File: src/rtl/clock_pkg.sv
// Shared constants, time payload and set-FSM states for the clock datapath.
package clock_pkg;

  localparam int unsigned SECONDS_PER_MINUTE = 60;
  localparam int unsigned MINUTES_PER_HOUR   = 60;
  localparam int unsigned HOURS_PER_HALFDAY  = 12;
  localparam int unsigned HAND_POSITIONS     = 60;

  localparam int unsigned HOUR_W = 4;
  localparam int unsigned MSH_W  = 6;

  // Time of day as carried on the set interface and held in the counters.
  typedef struct packed {
    logic [HOUR_W-1:0] hour;
    logic [MSH_W-1:0]  minute;
    logic [MSH_W-1:0]  second;
  } hms_t;

  typedef enum logic {
    IDLE  = 1'b0,
    APPLY = 1'b1
  } set_state_e;

endpackage

File: src/rtl/edge_synchronizer.sv
// Synchronizes an asynchronous level and emits a one-cycle rising-edge pulse.
module edge_synchronizer #(
  parameter int unsigned STAGES = 2
) (
  input  logic clk_i,
  input  logic rst_ni,
  input  logic async_i,
  output logic rise_c
);

  logic [STAGES-1:0] sync_q;
  logic              hist_q;

  // Sync chain plus one history flop; all clear to 0 so a high input at release yields one edge.
  always_ff @(posedge clk_i or negedge rst_ni) begin
    if (!rst_ni) begin
      sync_q <= '0;
      hist_q <= 1'b0;
    end else begin
      sync_q <= {sync_q[STAGES-2:0], async_i};
      hist_q <= sync_q[STAGES-1];
    end
  end

  assign rise_c = sync_q[STAGES-1] & ~hist_q;

endmodule

File: src/rtl/time_keeper.sv
// 12-hour time of day driven by the one-second timebase, with a set port and analog hand decode.
module time_keeper
  import clock_pkg::*;
#(
  parameter int unsigned HOUR_MODULUS = HOURS_PER_HALFDAY,
  parameter int unsigned SYNC_STAGES  = 2
) (
  input  logic              cmosClock,
  input  logic              resetN,
  input  logic              secondClock,
  input  logic              setValid,
  input  logic [HOUR_W-1:0] setHour,
  input  logic [MSH_W-1:0]  setMinute,
  input  logic [MSH_W-1:0]  setSecond,
  output logic              setReady,
  output logic              setError,
  output logic [HOUR_W-1:0] hours,
  output logic [MSH_W-1:0]  minutes,
  output logic [MSH_W-1:0]  seconds,
  output logic              secondTick,
  output logic [MSH_W-1:0]  hourHand,
  output logic [MSH_W-1:0]  minuteHand,
  output logic [MSH_W-1:0]  secondHand
);

  set_state_e       state_q, state_d;
  hms_t             time_q, time_d, set_req_c;
  logic             ready_q, ready_d;
  logic             err_q, err_d;
  logic             stick_q, stick_d;
  logic [MSH_W-1:0] hr_hand_q, hr_hand_d;
  logic [MSH_W-1:0] mn_hand_q, sc_hand_q;
  logic             tick_c, set_ok_c, load_c;
  logic [2:0]       min_fifth_c;

  edge_synchronizer #(
    .STAGES (SYNC_STAGES)
  ) u_sec_sync (
    .clk_i   (cmosClock),
    .rst_ni  (resetN),
    .async_i (secondClock),
    .rise_c  (tick_c)
  );

  assign set_req_c = {setHour, setMinute, setSecond};
  assign set_ok_c  = (32'(setHour) < HOUR_MODULUS) &&
                     (32'(setMinute) < MINUTES_PER_HOUR) &&
                     (32'(setSecond) < SECONDS_PER_MINUTE);

  // Set FSM and counter next state; an accepted set overrides a coincident tick.
  always_comb begin
    state_d = state_q;
    time_d  = time_q;
    err_d   = 1'b0;
    stick_d = 1'b0;
    load_c  = 1'b0;
    case (state_q)
      IDLE: begin
        if (setValid) begin
          if (set_ok_c) begin
            load_c  = 1'b1;
            state_d = APPLY;
          end else begin
            err_d = 1'b1;
          end
        end
      end
      APPLY:   state_d = IDLE;
      default: state_d = IDLE;
    endcase
    if (load_c) begin
      time_d = set_req_c;
    end else if (tick_c) begin
      stick_d = 1'b1;
      if (32'(time_q.second) == SECONDS_PER_MINUTE - 1) begin
        time_d.second = '0;
        if (32'(time_q.minute) == MINUTES_PER_HOUR - 1) begin
          time_d.minute = '0;
          if (32'(time_q.hour) == HOUR_MODULUS - 1) begin
            time_d.hour = '0;
          end else begin
            time_d.hour = time_q.hour + 4'd1;
          end
        end else begin
          time_d.minute = time_q.minute + 6'd1;
        end
      end else begin
        time_d.second = time_q.second + 6'd1;
      end
    end
    ready_d = (state_d == IDLE);
  end

  // Hour hand: five positions per hour plus minute/12 from a threshold chain.
  always_comb begin
    if (time_q.minute >= 6'd48) begin
      min_fifth_c = 3'd4;
    end else if (time_q.minute >= 6'd36) begin
      min_fifth_c = 3'd3;
    end else if (time_q.minute >= 6'd24) begin
      min_fifth_c = 3'd2;
    end else if (time_q.minute >= 6'd12) begin
      min_fifth_c = 3'd1;
    end else begin
      min_fifth_c = 3'd0;
    end
    hr_hand_d = 6'(time_q.hour) * 6'd5 + 6'(min_fifth_c);
  end

  // State, counts, status pulses and hand registers.
  always_ff @(posedge cmosClock or negedge resetN) begin
    if (!resetN) begin
      state_q   <= IDLE;
      ready_q   <= 1'b1;
      err_q     <= 1'b0;
      stick_q   <= 1'b0;
      time_q    <= '0;
      hr_hand_q <= '0;
      mn_hand_q <= '0;
      sc_hand_q <= '0;
    end else begin
      state_q   <= state_d;
      ready_q   <= ready_d;
      err_q     <= err_d;
      stick_q   <= stick_d;
      time_q    <= time_d;
      hr_hand_q <= hr_hand_d;
      mn_hand_q <= time_q.minute;
      sc_hand_q <= time_q.second;
    end
  end

  assign setReady   = ready_q;
  assign setError   = err_q;
  assign secondTick = stick_q;
  assign hours      = time_q.hour;
  assign minutes    = time_q.minute;
  assign seconds    = time_q.second;
  assign hourHand   = hr_hand_q;
  assign minuteHand = mn_hand_q;
  assign secondHand = sc_hand_q;

endmodule
File: config.mk
export PLATFORM = sky130hd
export DESIGN_NAME = time_keeper
export DESIGN_NICKNAME = d
export VERILOG_FILES = /design/src/rtl/clock_pkg.sv /design/src/rtl/edge_synchronizer.sv /design/src/rtl/time_keeper.sv
export SDC_FILE = /design/constraint.sdc
export NUM_CORES = 1
export LEC_CHECK = 0
export ABC_AREA = 1
export BUFFER_PORTS_ARGS = -buffer_cell sky130_fd_sc_hd__buf_2
export CELL_PAD_IN_SITES_DETAIL_PLACEMENT = 0
export CELL_PAD_IN_SITES_GLOBAL_PLACEMENT = 2
export CORE_MARGIN = 4
export CORE_UTILIZATION = 32
export CTS_BUF_LIST = sky130_fd_sc_hd__clkbuf_8
export DETAILED_ROUTE_END_ITERATION = 7
export HOLD_SLACK_MARGIN = 0.02
export PLACE_DENSITY_LB_ADDON = 0.1
export SLEW_MARGIN = 20
export SYNTH_ARGS = -nofsm -noshare
export SYNTH_HDL_FRONTEND = slang
export SYNTH_SLANG_ARGS = --single-unit
File: constraint.sdc
create_clock -name cmosClock -period 2.34 [get_ports cmosClock]
set_clock_uncertainty 0.1 [all_clocks]
set_input_delay 0.468 -clock cmosClock [delete_from_list [all_inputs] [get_ports cmosClock]]
set_output_delay 0.468 -clock cmosClock [all_outputs]
set_load 0.02 [all_outputs]
# Yosys cells after proc, flatten, opt, wreduce, memory -nomap -nowiden
# Cells that the tools add are included.
[op_classes]
mul = 1
n_addsub = 4
n_bitwise = 4
magnitude_cmp = 7
eq_ne = 3
n_mux = 20
reduce_logical = 7
[op_table]
columns = ["operator", "n"]
rows = [
  ["$mux W16", 2],
  ["$add A6 B1 Y6 const B", 2],
  ["$eq A6 B6 Y1 const B", 2],
  ["$ge A6 B6 Y1 const B", 2],
  ["$lt A6 B6 Y1 const B", 2],
  ["$mux W6", 2],
  ["$mux W10", 1],
  ["$mux W1", 9],
  ["$mux W4", 2],
  ["$add A6 B3 Y6", 1],
  ["$ge A6 B4 Y1 const B", 1],
  ["$ge A6 B5 Y1 const B", 1],
  ["$mul A4 B3 Y6 const B", 1],
  ["$reduce_bool A2 Y1", 3],
  ["$add A4 B1 Y4 const B", 1],
  ["$eq A4 B4 Y1 const B", 1],
  ["$lt A4 B4 Y1 const B", 1],
  ["$mux W2", 2],
  ["$mux W3", 1],
  ["$not A1 Y1", 3],
  ["$reduce_and A3 Y1", 1],
  ["$logic_and A1 B1 Y1", 2],
  ["$pmux W1 S2", 1],
  ["$reduce_and A2 Y1", 1],
  ["$and A1 B1 Y1", 1],
]
[totals]
input_bits = 20
word_cells = 58
reg_bits = 41
output_inout_bits = 37

# Logic depth before layout (Yosys ltp)
# Gate-level depths: netlist of the first run.
[logic_depth]
word_depth = 8
mapped_depth = 10
mapped_depth_nobuf = 10

# Hierarchy
# Synthesis of the first run repeated with hierarchy kept, for this count alone.
[unflattened]
cells_unflattened = 240
hier_area_um2 = 2149.6
[modules_own_cells]
columns = ["mod", "area_per_inst_um2", "cells_per_inst", "n_inst"]
rows = [
  ["time_keeper", 2064.5, 235, 1],
  ["edge_synchronizer", 85.1, 5, 1],
]

# Least setup slack after synthesis of the first run
# Ideal clock, no wire load.
[synth_path]
path_type = "reg2reg"
from = "register time_q, in the netlist minutes[3]"
to = "register hr_hand_q[5], in the netlist hourHand[5]"
path_slack_ns = 0.158
stages_incl_launch_ff = 11
t_arrival_ns = 2.002
period_less_slack_ns = 2.182
cell_sequence = "dfrtp_1 > nand2_1 > inv_1 > o21ai_0 > inv_1 > ha_1 > ha_1 > inv_1 > fa_1 > o21ai_0 > xor2_1"
[synth_via]
elab_chain_cells = 6
elab_cells_between_ends = 9
classes_between = "add/sub (1); order compare (4); mux (4)"
[synth_lines]
columns = ["item", "line", "source"]
rows = [
  ["start: declaration", "time_keeper.sv:27", "hms_t time_q, time_d, set_req_c;"],
  ["start signal: assignment", "time_keeper.sv:126", "time_q <= time_d;"],
  ["$ge A6 B4 Y1", "time_keeper.sv:102", "end else if (time_q.minute >= 6'd12) begin"],
  ["$mux W1", "time_keeper.sv:102", ""],
  ["$mux W2", "time_keeper.sv:100", "end else if (time_q.minute >= 6'd24) begin"],
  ["$mux W2", "time_keeper.sv:98", "end else if (time_q.minute >= 6'd36) begin"],
  ["$mux W3 *", "time_keeper.sv:96", "if (time_q.minute >= 6'd48) begin"],
  ["$add A6 B3 Y6 *", "time_keeper.sv:107", "hr_hand_d = 6'(time_q.hour) * 6'd5 + 6'(min_fifth_c);"],
  ["via hr_hand_d[5]", "time_keeper.sv:31", "logic [MSH_W-1:0] hr_hand_q, hr_hand_d;"],
  ["end signal: assignment", "time_keeper.sv:127", "hr_hand_q <= hr_hand_d;"],
  ["end: declaration", "time_keeper.sv:31", ""],
]
# The timed path passes the listed nets; every way through them passes the cells marked *.
# A chain may end at the register's enable or synchronous reset.

# Worst setup path after layout of the first run
# Ends and elaborated chain as after synthesis.

==> results of run 1 <==
through the flow:
stage	cells	hold slack, ns
6_report	384	0.169
5_1_grt	384	0.159
4_1_cts	383	0.162
3_5_place_dp	374	0.236
3_3_place_gp	374	0.235
2_1_floorplan	236	0.0724
worst reg2reg max path, cell delays in order, from the launching register on:
cell and delay (ns):
dfrtp_2 0.44, nand2_1 0.08, inv_1 0.06, o21ai_1 0.13, inv_1 0.06, ha_1 0.27, ha_1 0.16, inv_1 0.05
fa_1 0.41, o21ai_1 0.17, xor2_1 0.16
final timing paths:
kind,endpoint,depth (start not counted),startpoint
worst max register to register,hourHand[5],10,minutes[3]
min in group asynchronous,hourHand[3],2,resetN
worst min register to register,u_sec_sync.sync_q[1],0,u_sec_sync.sync_q[0]
worst min-delay path,u_sec_sync.sync_q[0],1,secondClock
max in group asynchronous,setReady,3,resetN
worst max-delay path,hourHand[5],10,minutes[3]
area by class of cell:
| cell class | count | area [um^2] | area share [%] |
|---|---|---|---|
| clock buffer | 6 | 82.6 | 3.11 |
| clock inverter | 2 | 37.5 | 1.41 |
| inverter | 26 | 100 | 3.77 |
| multi-input combinational | 166 | 955 | 35.9 |
| sequential | 41 | 1030 | 38.7 |
| tap | 77 | 96.3 | 3.63 |
| timing repair buffer | 66 | 358 | 13.5 |
power groups by stage:
stage               combinational (mW)  sequential [mW]  clock, mW
CTS                               1.33             1.09      0.622
floorplan                        0.590             1.38          0
finish                            1.32             1.08      0.600
global route                      1.50             1.12      0.656
detailed placement                1.33             1.10          0
global placement                  1.33             1.10          0
sequential cells by signal (all words and copies together), names as in the netlist, 2 cells and up:
register           cells
hours                  4
u_sec_sync.sync_q      2
secondHand             6
minuteHand             6
hourHand               6
seconds                6
minutes                6
metal layers:
metal | global-route usage, % | wire length (um) | up-vias
li1 | - | - | 907
met1 | 19.5 | 2510 | 783
met2 | 18.8 | 2140 | 49
met3 | 4.06 | 273 | 6
met4 | 3.65 | 60 | 0
met5 | 0 | 0 | -
cell families (layout without fill, tap and decap cells):
| kind of cell | Yosys count | in the layout | synth area share [%] |
|---|---|---|---|
| adders and majority gates | 16 | 16 | 9.83 |
| buffers and inverters | 29 | 100 | 6.16 |
| and+or+nand+nor | 128 | 128 | 27.4 |
| xor gates and xnor gates | 11 | 11 | 4.56 |
| DFF | 41 | 41 | 48.6 |
| AOI/OAI and AO/OA | 11 | 11 | 3.38 |
synthesized netlist by cell type:
cell type	count	share of area, %
a21o_1	1	0.36
nand2_2	2	0.59
nor2_1	6	1.1
o21ai_4	1	0.77
fa_1	1	0.95
xnor2_1	3	1.2
nor2_2	1	0.30
dfrtp_1	40	47
nor3_2	1	0.47
dfstp_2	1	1.2
nand4_1	10	3.0
xor2_1	8	3.3
o21bai_1	1	0.36
nor3_1	1	0.24
buf_6	2	1.1
nand3_2	1	0.47
ha_1	15	8.9
a21oi_1	3	0.71
nand2_4	1	0.53
inv_4	1	0.30
buf_4	1	0.36
nand3_1	30	7.1
nor2_4	1	0.53
nand2_1	74	13
inv_1	22	3.9
inv_2	3	0.53
o21ai_0	5	1.2
what timing repair did:
action                                 4_1_cts  5_1_grt
endpoints found under the hold margin       16        0
setup endpoints to repair                    0        1
setup buffers                                0        1
gates resized for setup                      0        3
hold buffers                                 1        0
==> impl_metrics.csv, run 1 <==
group,metric,value,unit
setup_path,cp.arrival,2.28,ns
layout,layout_common_cells,"nand2_1, buf_2, dfrtp_1",
clock_tree,root_buffer,"clkbuf_8",
logic_synthesis,ys_ff_latch,41,
layout,area_delta_synth_final,25.8,%
drt,avgRoutedWirePerCell,13.0,um
sta,final.min_clock_period,2.16,ns
sta,worst_pin_slew,0.440,ns
drt,routed_wl,4.98,mm
min_path,hp-class,"in -> reg",
layout,final_common_cell,"nand2_1",
sta,slew_headroom,70.6,%
clock_tree,cts_sinks,41,
setup_path,cp_slowest_cell,"dfrtp_2",
setup_path,setup.worst_path.class,"reg -> reg",
placement,dp_slack,0.0212,ns
grt,grt_pass1_wl,7.94,mm
pwr,p_total,3.00,mW
status,status,"finished, final reports clean",
die,rows,29,
die,initial_core_util,33.1,%
clock_tree,cts_buffers,5,
die,die_w,89.2,um
setup_path,crit_path_end_kind,"flop",
pwr,ir_worst_vdd,0.513,mV
die,core_area,0.00639,mm^2
grt,antenna_found_initial,0,
setup_path,crit_chain,"nand2_1 > inv_1 > o21ai_1 > inv_1 > ha_1 > ha_1 > inv_1 > fa_1 > o21ai_1 > xor2_1",
pwr,seq_power_share,36.1,%
die,die_h,89.2,um
placement,dpl_cell_area,0.00252,mm^2
placement,dp_hpwl,3.89,mm
grt,grt_pass1_vias,1600,
sta,finalCritPeriodShare,92.3,%
sta,setup-tns-final,0,ns
logic_synthesis,ys_warn_count,0,
logic_synthesis,synth_nets,272,
pwr,power.density,1130,mW/mm^2
pwr,p_int,1.78,mW
layout,final_cell_area,0.00266,mm^2
drt,vias,1745,
drt,avgViaCountPerCell,4.54,
setup_path,critPathMaxStageDelay,0.44,ns
drt,drcViolationCount,0,
clock_tree,cts_tree,"built",
drt,firstDrtPassIters,4,
sta,rsz0062_at_grt,"false",
setup_path,critPathTopFamily,"adder cells",
layout,finalNetCount,342,
logic_synthesis,synth_cells,236,
logic_synthesis,synth_area,0.00211,mm^2
logic_synthesis,ys_seq_area_share,48.6,%
flow_run,maxCapViolCount,0,
setup_path,crit_fanout,5,
placement,place_congestion,0.793,
pwr,clock_power_share,20.0,%
drt,drtIter0Drc,60,
clock_tree,clk_pin_slew,0.08,ns
clock_tree,insertion_delay,0.30,ns
sta,maxSlewViolCount,0,
clock_tree,cts_buffer_depth,2,
drt,antenna_left,0,
setup_path,rrSetupSlack,0.18,ns
setup_path,cpMostUsedCell,"inv_1",
grt,overflow,0,
die,ios,57,
placement,port_buffers,56,
layout,fillers,683,
setup_path,crit_required,2.46,ns
pwr,p_comb_share,44.0,%
setup_path,cp_num_buf_inv,3,
logic_synthesis,ys_types,27,
setup_path,start_kind,"flop",
pwr,p_sw_share,40.9,%
sta,worst_slack,0.180,ns
logic_synthesis,syn_area_per_cell,8.95,um^2
grt,track_usage,13.3,%
layout,n_antenna_cell,0,
pwr,switchingPower,1.23,mW
grt,grt_max_degree,26,
sta,hold_violations,0,
clock_tree,htree_levels,2,
sta,max_freq,0.463,GHz
sta,setup_viol,0,
layout,utilization,41.6,%
layout,drive_gt1_share,28.3,%
pwr,power.leakage,1.50,nW
die,die_area,0.00796,mm^2
(Power assumes the default switching activity.)
==> run 2: changes to the inputs <==
Clock period 2.34 ns to 2.4 ns, I/O delays scaled along.
==> run 2 against run 1 <==
Net effect:
- sequential cell count unchanged
- combinational power about the same
- worst hold slack worse by 0.019 ns
- utilization decreased by 0.29 points
- count of clock-buffer cells in the layout unchanged
- total power shrank 2.4%
- design area shrank 0.71%
- sequential power barely moved
- clock power decreased by 1%
==> impl_metrics.csv, run 2 (synthesized netlist as in run 1, its figures left out) <==
group,metric,value,unit
drt,avgRoutedWirePerCell,13.4,um
pwr,p_total,2.93,mW
grt,grt_max_degree,42,
sta,slew_headroom,64.3,%
placement,place_congestion,0.793,
clock_tree,cts_buffer_depth,2,
clock_tree,root_buffer,"clkbuf_8",
grt,antenna_found_initial,0,
drt,firstDrtPassIters,4,
layout,drive_gt1_share,27.9,%
setup_path,cp_slowest_cell,"dfrtp_1",
clock_tree,insertion_delay,0.30,ns
clock_tree,cts_tree,"built",
setup_path,crit_path_end_kind,"flop",
pwr,power.leakage,1.49,nW
setup_path,cp.arrival,2.25,ns
sta,finalCritPeriodShare,88.9,%
drt,avgViaCountPerCell,4.57,
layout,area_delta_synth_final,24.9,%
placement,port_buffers,56,
setup_path,crit_required,2.52,ns
flow_run,maxCapViolCount,0,
setup_path,critPathMaxStageDelay,0.42,ns
placement,dp_slack,0.212,ns
sta,max_freq,0.469,GHz
grt,grt_pass1_vias,1714,
clock_tree,hold_buffers,0,
sta,final.min_clock_period,2.13,ns
die,rows,29,
die,die_h,89.2,um
drt,vias,1747,
setup_path,critPathTopFamily,"adder cells",
sta,maxSlewViolCount,0,
pwr,ir_worst_vdd,0.544,mV
setup_path,setup.worst_path.class,"reg -> reg",
drt,routed_wl,5.10,mm
status,status,"finished, final reports clean",
min_path,hp-class,"in -> async",
drt,antenna_left,0,
pwr,power.density,1110,mW/mm^2
sta,worst_slack,0.266,ns
layout,fillers,663,
setup_path,crit_chain,"inv_1 > o21ai_0 > nand3_1 > o21ai_0 > ha_1 > ha_1 > inv_1 > fa_1 > o21ai_1 > xor2_1",
grt,track_usage,14.0,%
sta,rsz0062_at_grt,"false",
layout,finalNetCount,340,
sta,hold_violations,0,
drt,drtIter0Drc,55,
setup_path,crit_fanout,6,
clock_tree,clk_pin_slew,0.08,ns
sta,hold_ws,0.150,ns
sta,setup_viol,0,
grt,overflow,0,
clock_tree,cts_buffers,5,
die,die_w,89.2,um
sta,worst_pin_slew,0.536,ns
die,core_area,0.00639,mm^2
die,die_area,0.00796,mm^2
clock_tree,htree_levels,2,
setup_path,cp_num_buf_inv,2,
layout,final_common_cell,"nand2_1",
clock_tree,cts_sinks,41,
layout,layout_common_cells,"nand2_1, buf_2, dfrtp_1",
die,ios,57,
die,initial_core_util,33.1,%
layout,n_antenna_cell,0,
placement,dp_hpwl,3.83,mm
grt,grt_pass1_wl,8.49,mm
setup_path,start_kind,"flop",
drt,drcViolationCount,0,
sta,setup-tns-final,0,ns
==> run 2: cell types whose count changed in the layout (fill, tap and decap cells not counted), sizes merged <==
| cell | change |
|---|---|
| buf | -1 |
| dlygate4sd3 | -1 |
==> run 2: layer usage <==
metal	vias up	share of wire, %	GRT usage [%]	routed length (um)
met2	47	43	20.9	2200
met3	5	5.9	3.87	302
met4	0	1.1	3.65	55
li1	898	-	-	-
met1	797	50	20.0	2540
met5	-	0	0	0
==> run 2: path summary, 6_finish.rpt <==
kind	from	end	slack [ns]	cells past startpoint
min in group cmosClock	secondClock	u_sec_sync.sync_q[0]	0.18	1
max in group asynchronous	resetN	setReady	1.68	2
max	minutes[5]	hourHand[5]	0.27	10
min reg2reg	u_sec_sync.sync_q[0]	u_sec_sync.sync_q[1]	0.25	0
max reg2reg	minutes[5]	hourHand[5]	0.27	10
min	resetN	hourHand[3]	0.15	2
==> run 2: stage by stage <==
stage | util (%) | cell area, um^2 | instances
finish | 41.3 | 2640 | 382
CTS | 41.3 | 2640 | 382
global route | 41.3 | 2640 | 382
global placement | 39.4 | 2520 | 374
floorplan | - | 2110 | 236
detailed placement | 39.4 | 2520 | 374
==> run 2: power by group <==
group	internal, mW	switching (mW)	total [mW]
Combinational	0.485	0.803	1.29
Sequential	0.901	0.151	1.05
Clock	0.338	0.253	0.591
Total	1.73	1.21	2.93
==> run 2: worst reg2reg max path, delay by kind of cell (launching register included) <==
family | cells | cell delay [ns]
XOR/XNOR | 1 | 0.15
buffers and inverters | 2 | 0.15
AO/OA/AOI/OAI | 3 | 0.41
AND/OR/NAND/NOR | 1 | 0.08
adder cells (fa/ha/maj) | 3 | 0.74
flip-flops | 1 | 0.42
==> run 2: layout make-up <==
cell class | count | area [um^2] | share of cell area [%]
inverter | 26 | 100 | 3.79
timing repair buffer | 64 | 340 | 12.9
clock buffer | 6 | 82.6 | 3.13
tap | 77 | 96.3 | 3.65
sequential | 41 | 1030 | 38.9
multi-input combinational | 166 | 955 | 36.2
clock inverter | 2 | 37.5 | 1.42
==> run 2: timing repair <==
item,in CTS,in global routing
buffers inserted,0,0
endpoints found under the setup margin,0,1
resized for setup,0,1
==> run 3: changes to the inputs <==
Settings changed: ABC_AREA 1 to default, CORE_UTILIZATION 32 to 33.
==> run 3 against run 2 <==
Net effect:
- sequential cell count did not move
- fmax fell by 4.8%
- die area fell by 8.4%
- clock power fell by 28%
- utilization rose by 2.5 points
- synthesized cell count fell by 21%
- largest power group unchanged
- critical path depth did not move
- highest routed layer unchanged
- cell count fell by 15%
- global-route usage fell by 1.2 points
- count of clock-buffer cells in the layout fell by 1
==> impl_metrics.csv, run 3 <==
group,metric,value,unit
setup_path,rr_worst_depth,10,
drt,avgViaCountPerCell,4.80,
drt,routed_wl,4.45,mm
grt,overflow,0,
grt,antenna_found_initial,0,
layout,layout_common_cells,"buf_2, dfrtp_1, nor2_1",
sta,hold_violations,0,
logic_synthesis,synthMuxAreaShare,1.52,%
die,die_w,85.4,um
sta,max_freq,0.446,GHz
logic_synthesis,synth_area_leader_cell,"dfrtp_1",
pwr,switchingPower,912,uW
clock_tree,cts_buffer_depth,2,
sta,slew_headroom,68.5,%
sta,rsz0062_at_grt,"false",
setup_path,cp_slowest_cell,"dfrtp_1",
clock_tree,cts_buffers,5,
logic_synthesis,synthSimpleGateAreaFrac,18.7,%
clock_tree,root_buffer,"clkbuf_8",
layout,finalNetCount,289,
sta,worst_pin_slew,0.472,ns
die,core_area,0.00564,mm^2
drt,firstDrtPassIters,5,
pwr,clock_power_share,18.0,%
setup_path,cp.arrival,2.35,ns
layout,final_cell_area,0.00247,mm^2
sta,finalCritPeriodShare,93.4,%
setup_path,crit_fanout,2,
clock_tree,htree_levels,2,
setup_path,setup.worst_path.class,"reg -> reg",
status,status,"finished, final reports clean",
logic_synthesis,synth_edf_count,0,
sta,worst_slack,0.158,ns
die,die_area,0.00729,mm^2
setup_path,path_depth,10,
clock_tree,clk_pin_slew,0.08,ns
setup_path,critPathTopFamily,"adder cells",
clock_tree,postCtsSetupBuffers,0,
setup_path,start_kind,"flop",
logic_synthesis,synth_cells,186,
pwr,power.density,952,mW/mm^2
logic_synthesis,synthAdderAreaFrac,11.0,%
clock_tree,insertion_delay,0.29,ns
logic_synthesis,ys_seq_area_share,52.0,%
drt,antenna_left,0,
sta,final.min_clock_period,2.24,ns
placement,dp_slack,0.186,ns
logic_synthesis,synth-xor-area-share,1.77,%
grt,track_usage,12.8,%
logic_synthesis,synth_top_family_by_area,"simple AND/OR/NAND/NOR gates",
drt,avgRoutedWirePerCell,13.7,um
drt,drcViolationCount,0,
logic_synthesis,ys_types,38,
layout,area_delta_synth_final,25.1,%
setup_path,crit_chain,"maj3_1 > o21a_1 > ha_1 > ha_1 > inv_1 > fa_1 > inv_1 > a21o_1 > a21oi_1 > xnor2_1",
logic_synthesis,synth_ff_type,"dfrtp_1",
logic_synthesis,netlist_top_cells_area,"dfrtp_1, ha_1, a31oi_1",
placement,port_buffers,56,
logic_synthesis,synth_nets,222,
clock_tree,cts_tree,"built",
pwr,seq_power_share,40.9,%
logic_synthesis,synth_top_area_share,50.6,%
flow_run,maxCapViolCount,0,
layout,final_common_cell,"buf_2",
logic_synthesis,synth_compound_area_share,12.3,%
layout,fillers,576,
sta,setup_viol,0,
die,initial_core_util,35.0,%
placement,dp_hpwl,3.38,mm
sta,setup-tns-final,0,ns
setup_path,crit_required,2.51,ns
pwr,p_int,1.44,mW
drt,drtIter0Drc,50,
pwr,power.leakage,1.20,nW
drt,vias,1566,
die,rows,27,
pwr,p_comb_share,41.0,%
die,die_h,85.4,um
logic_synthesis,syn_area_per_cell,10.6,um^2
setup_path,crit_path_end_kind,"flop",
pwr,p_sw_share,38.7,%
layout,n_antenna_cell,0,
layout,drive_gt1_share,31.9,%
logic_synthesis,ys_ff_latch,41,
logic_synthesis,synthTopCellsByCount,"dfrtp_1, nor2_1, ha_1",
pwr,ir_worst_vdd,0.473,mV
clock_tree,cts_resized,0,
logic_synthesis,synth_area,0.00198,mm^2
die,ios,57,
clock_tree,cts_sinks,41,
clock_tree,hold_buffers,0,
min_path,hp-class,"in -> async",
grt,grt_pass1_vias,1526,
placement,dpl_cell_area,0.00239,mm^2
logic_synthesis,async_flop_share,100,%
grt,grt_pass1_wl,7.45,mm
logic_synthesis,synth.most_common_cell,"dfrtp_1",
grt,grt_max_degree,22,
setup_path,critPathMaxStageDelay,0.38,ns
setup_path,cp_num_buf_inv,2,
logic_synthesis,ys_warn_count,0,
sta,maxSlewViolCount,0,
placement,place_congestion,0.694,
run 3: cell count changes in the layout (fill, tap and decap cells not counted), sizes merged, moves of 3 or more:
cell,before,now
mux2i,0,3
and3,0,3
xor2,8,1
and2,0,3
inv,26,10
nor2,8,19
nand3,31,8
nand2,77,13
nand4,10,3
nor2b,0,5
or3,0,5
a31oi,0,12
a21oi,3,13
run 3: cells by family (layout without fill, tap and decap cells):
family / Yosys count / in the layout
adder cells (fa/ha/maj): 17 / 17
multiplexers: 3 / 3
flip-flops: 41 / 41
XOR/XNOR: 4 / 4
AND/OR/NAND/NOR: 67 / 67
AO/OA/AOI/OAI: 41 / 41
buffers and inverters: 13 / 81
run 3: final timing paths:
check / slack, ns / from / to
min in group cmosClock: 0.19 / secondClock / u_sec_sync.sync_q[0]
max in group asynchronous: 1.61 / resetN / hours[2]
hold reg to reg: 0.25 / u_sec_sync.sync_q[0] / u_sec_sync.sync_q[1]
setup / recovery: 0.16 / minutes[5] / hourHand[5]
hold / removal: 0.04 / resetN / minutes[5]
setup reg to reg: 0.16 / minutes[5] / hourHand[5]
run 3: cell type report:
class                      instances  area, um^2  share of cell area (%)
clock buffer                       5        68.8                    2.78
clock inverter                     3        12.5                   0.506
inverter                           8        30.0                    1.21
multi-input combinational        132         897                    36.3
sequential                        41        1030                    41.5
tap                               72        90.1                    3.64
timing repair buffer              65         348                    14.1
run 3: stage by stage:
| step | hold slack (ns) | total power, mW | utilization, % | std cells |
|---|---|---|---|---|
| floorplan | 0.0844 | 1.63 | - | 186 |
| global placement | 0.233 | 1.96 | 42.4 | 318 |
| detailed placement | 0.235 | 1.96 | 42.4 | 318 |
| CTS | 0.0490 | 2.39 | 43.8 | 326 |
| global route | 0.0754 | 2.56 | 43.8 | 326 |
| finish | 0.0374 | 2.35 | 43.8 | 326 |
run 3: per-layer routing:
layer  vias up  global-route usage [%]  wire length [um]
li1        788                       -                 -
met1       721                    19.1              2240
met2        52                    17.4              1830
met3         5                    4.08               338
met4         0                    3.88                48
met5         -                       0                 0
run 3: power groups by stage:
stage                     Clock, mW  Combinational, mW  Sequential, mW
after floorplan                   0              0.436            1.19
after global routing          0.470               1.09           0.996
after detailed placement          0              0.982           0.981
after global placement            0              0.986           0.979
final                         0.425              0.966           0.964
after CTS                     0.440              0.987           0.967
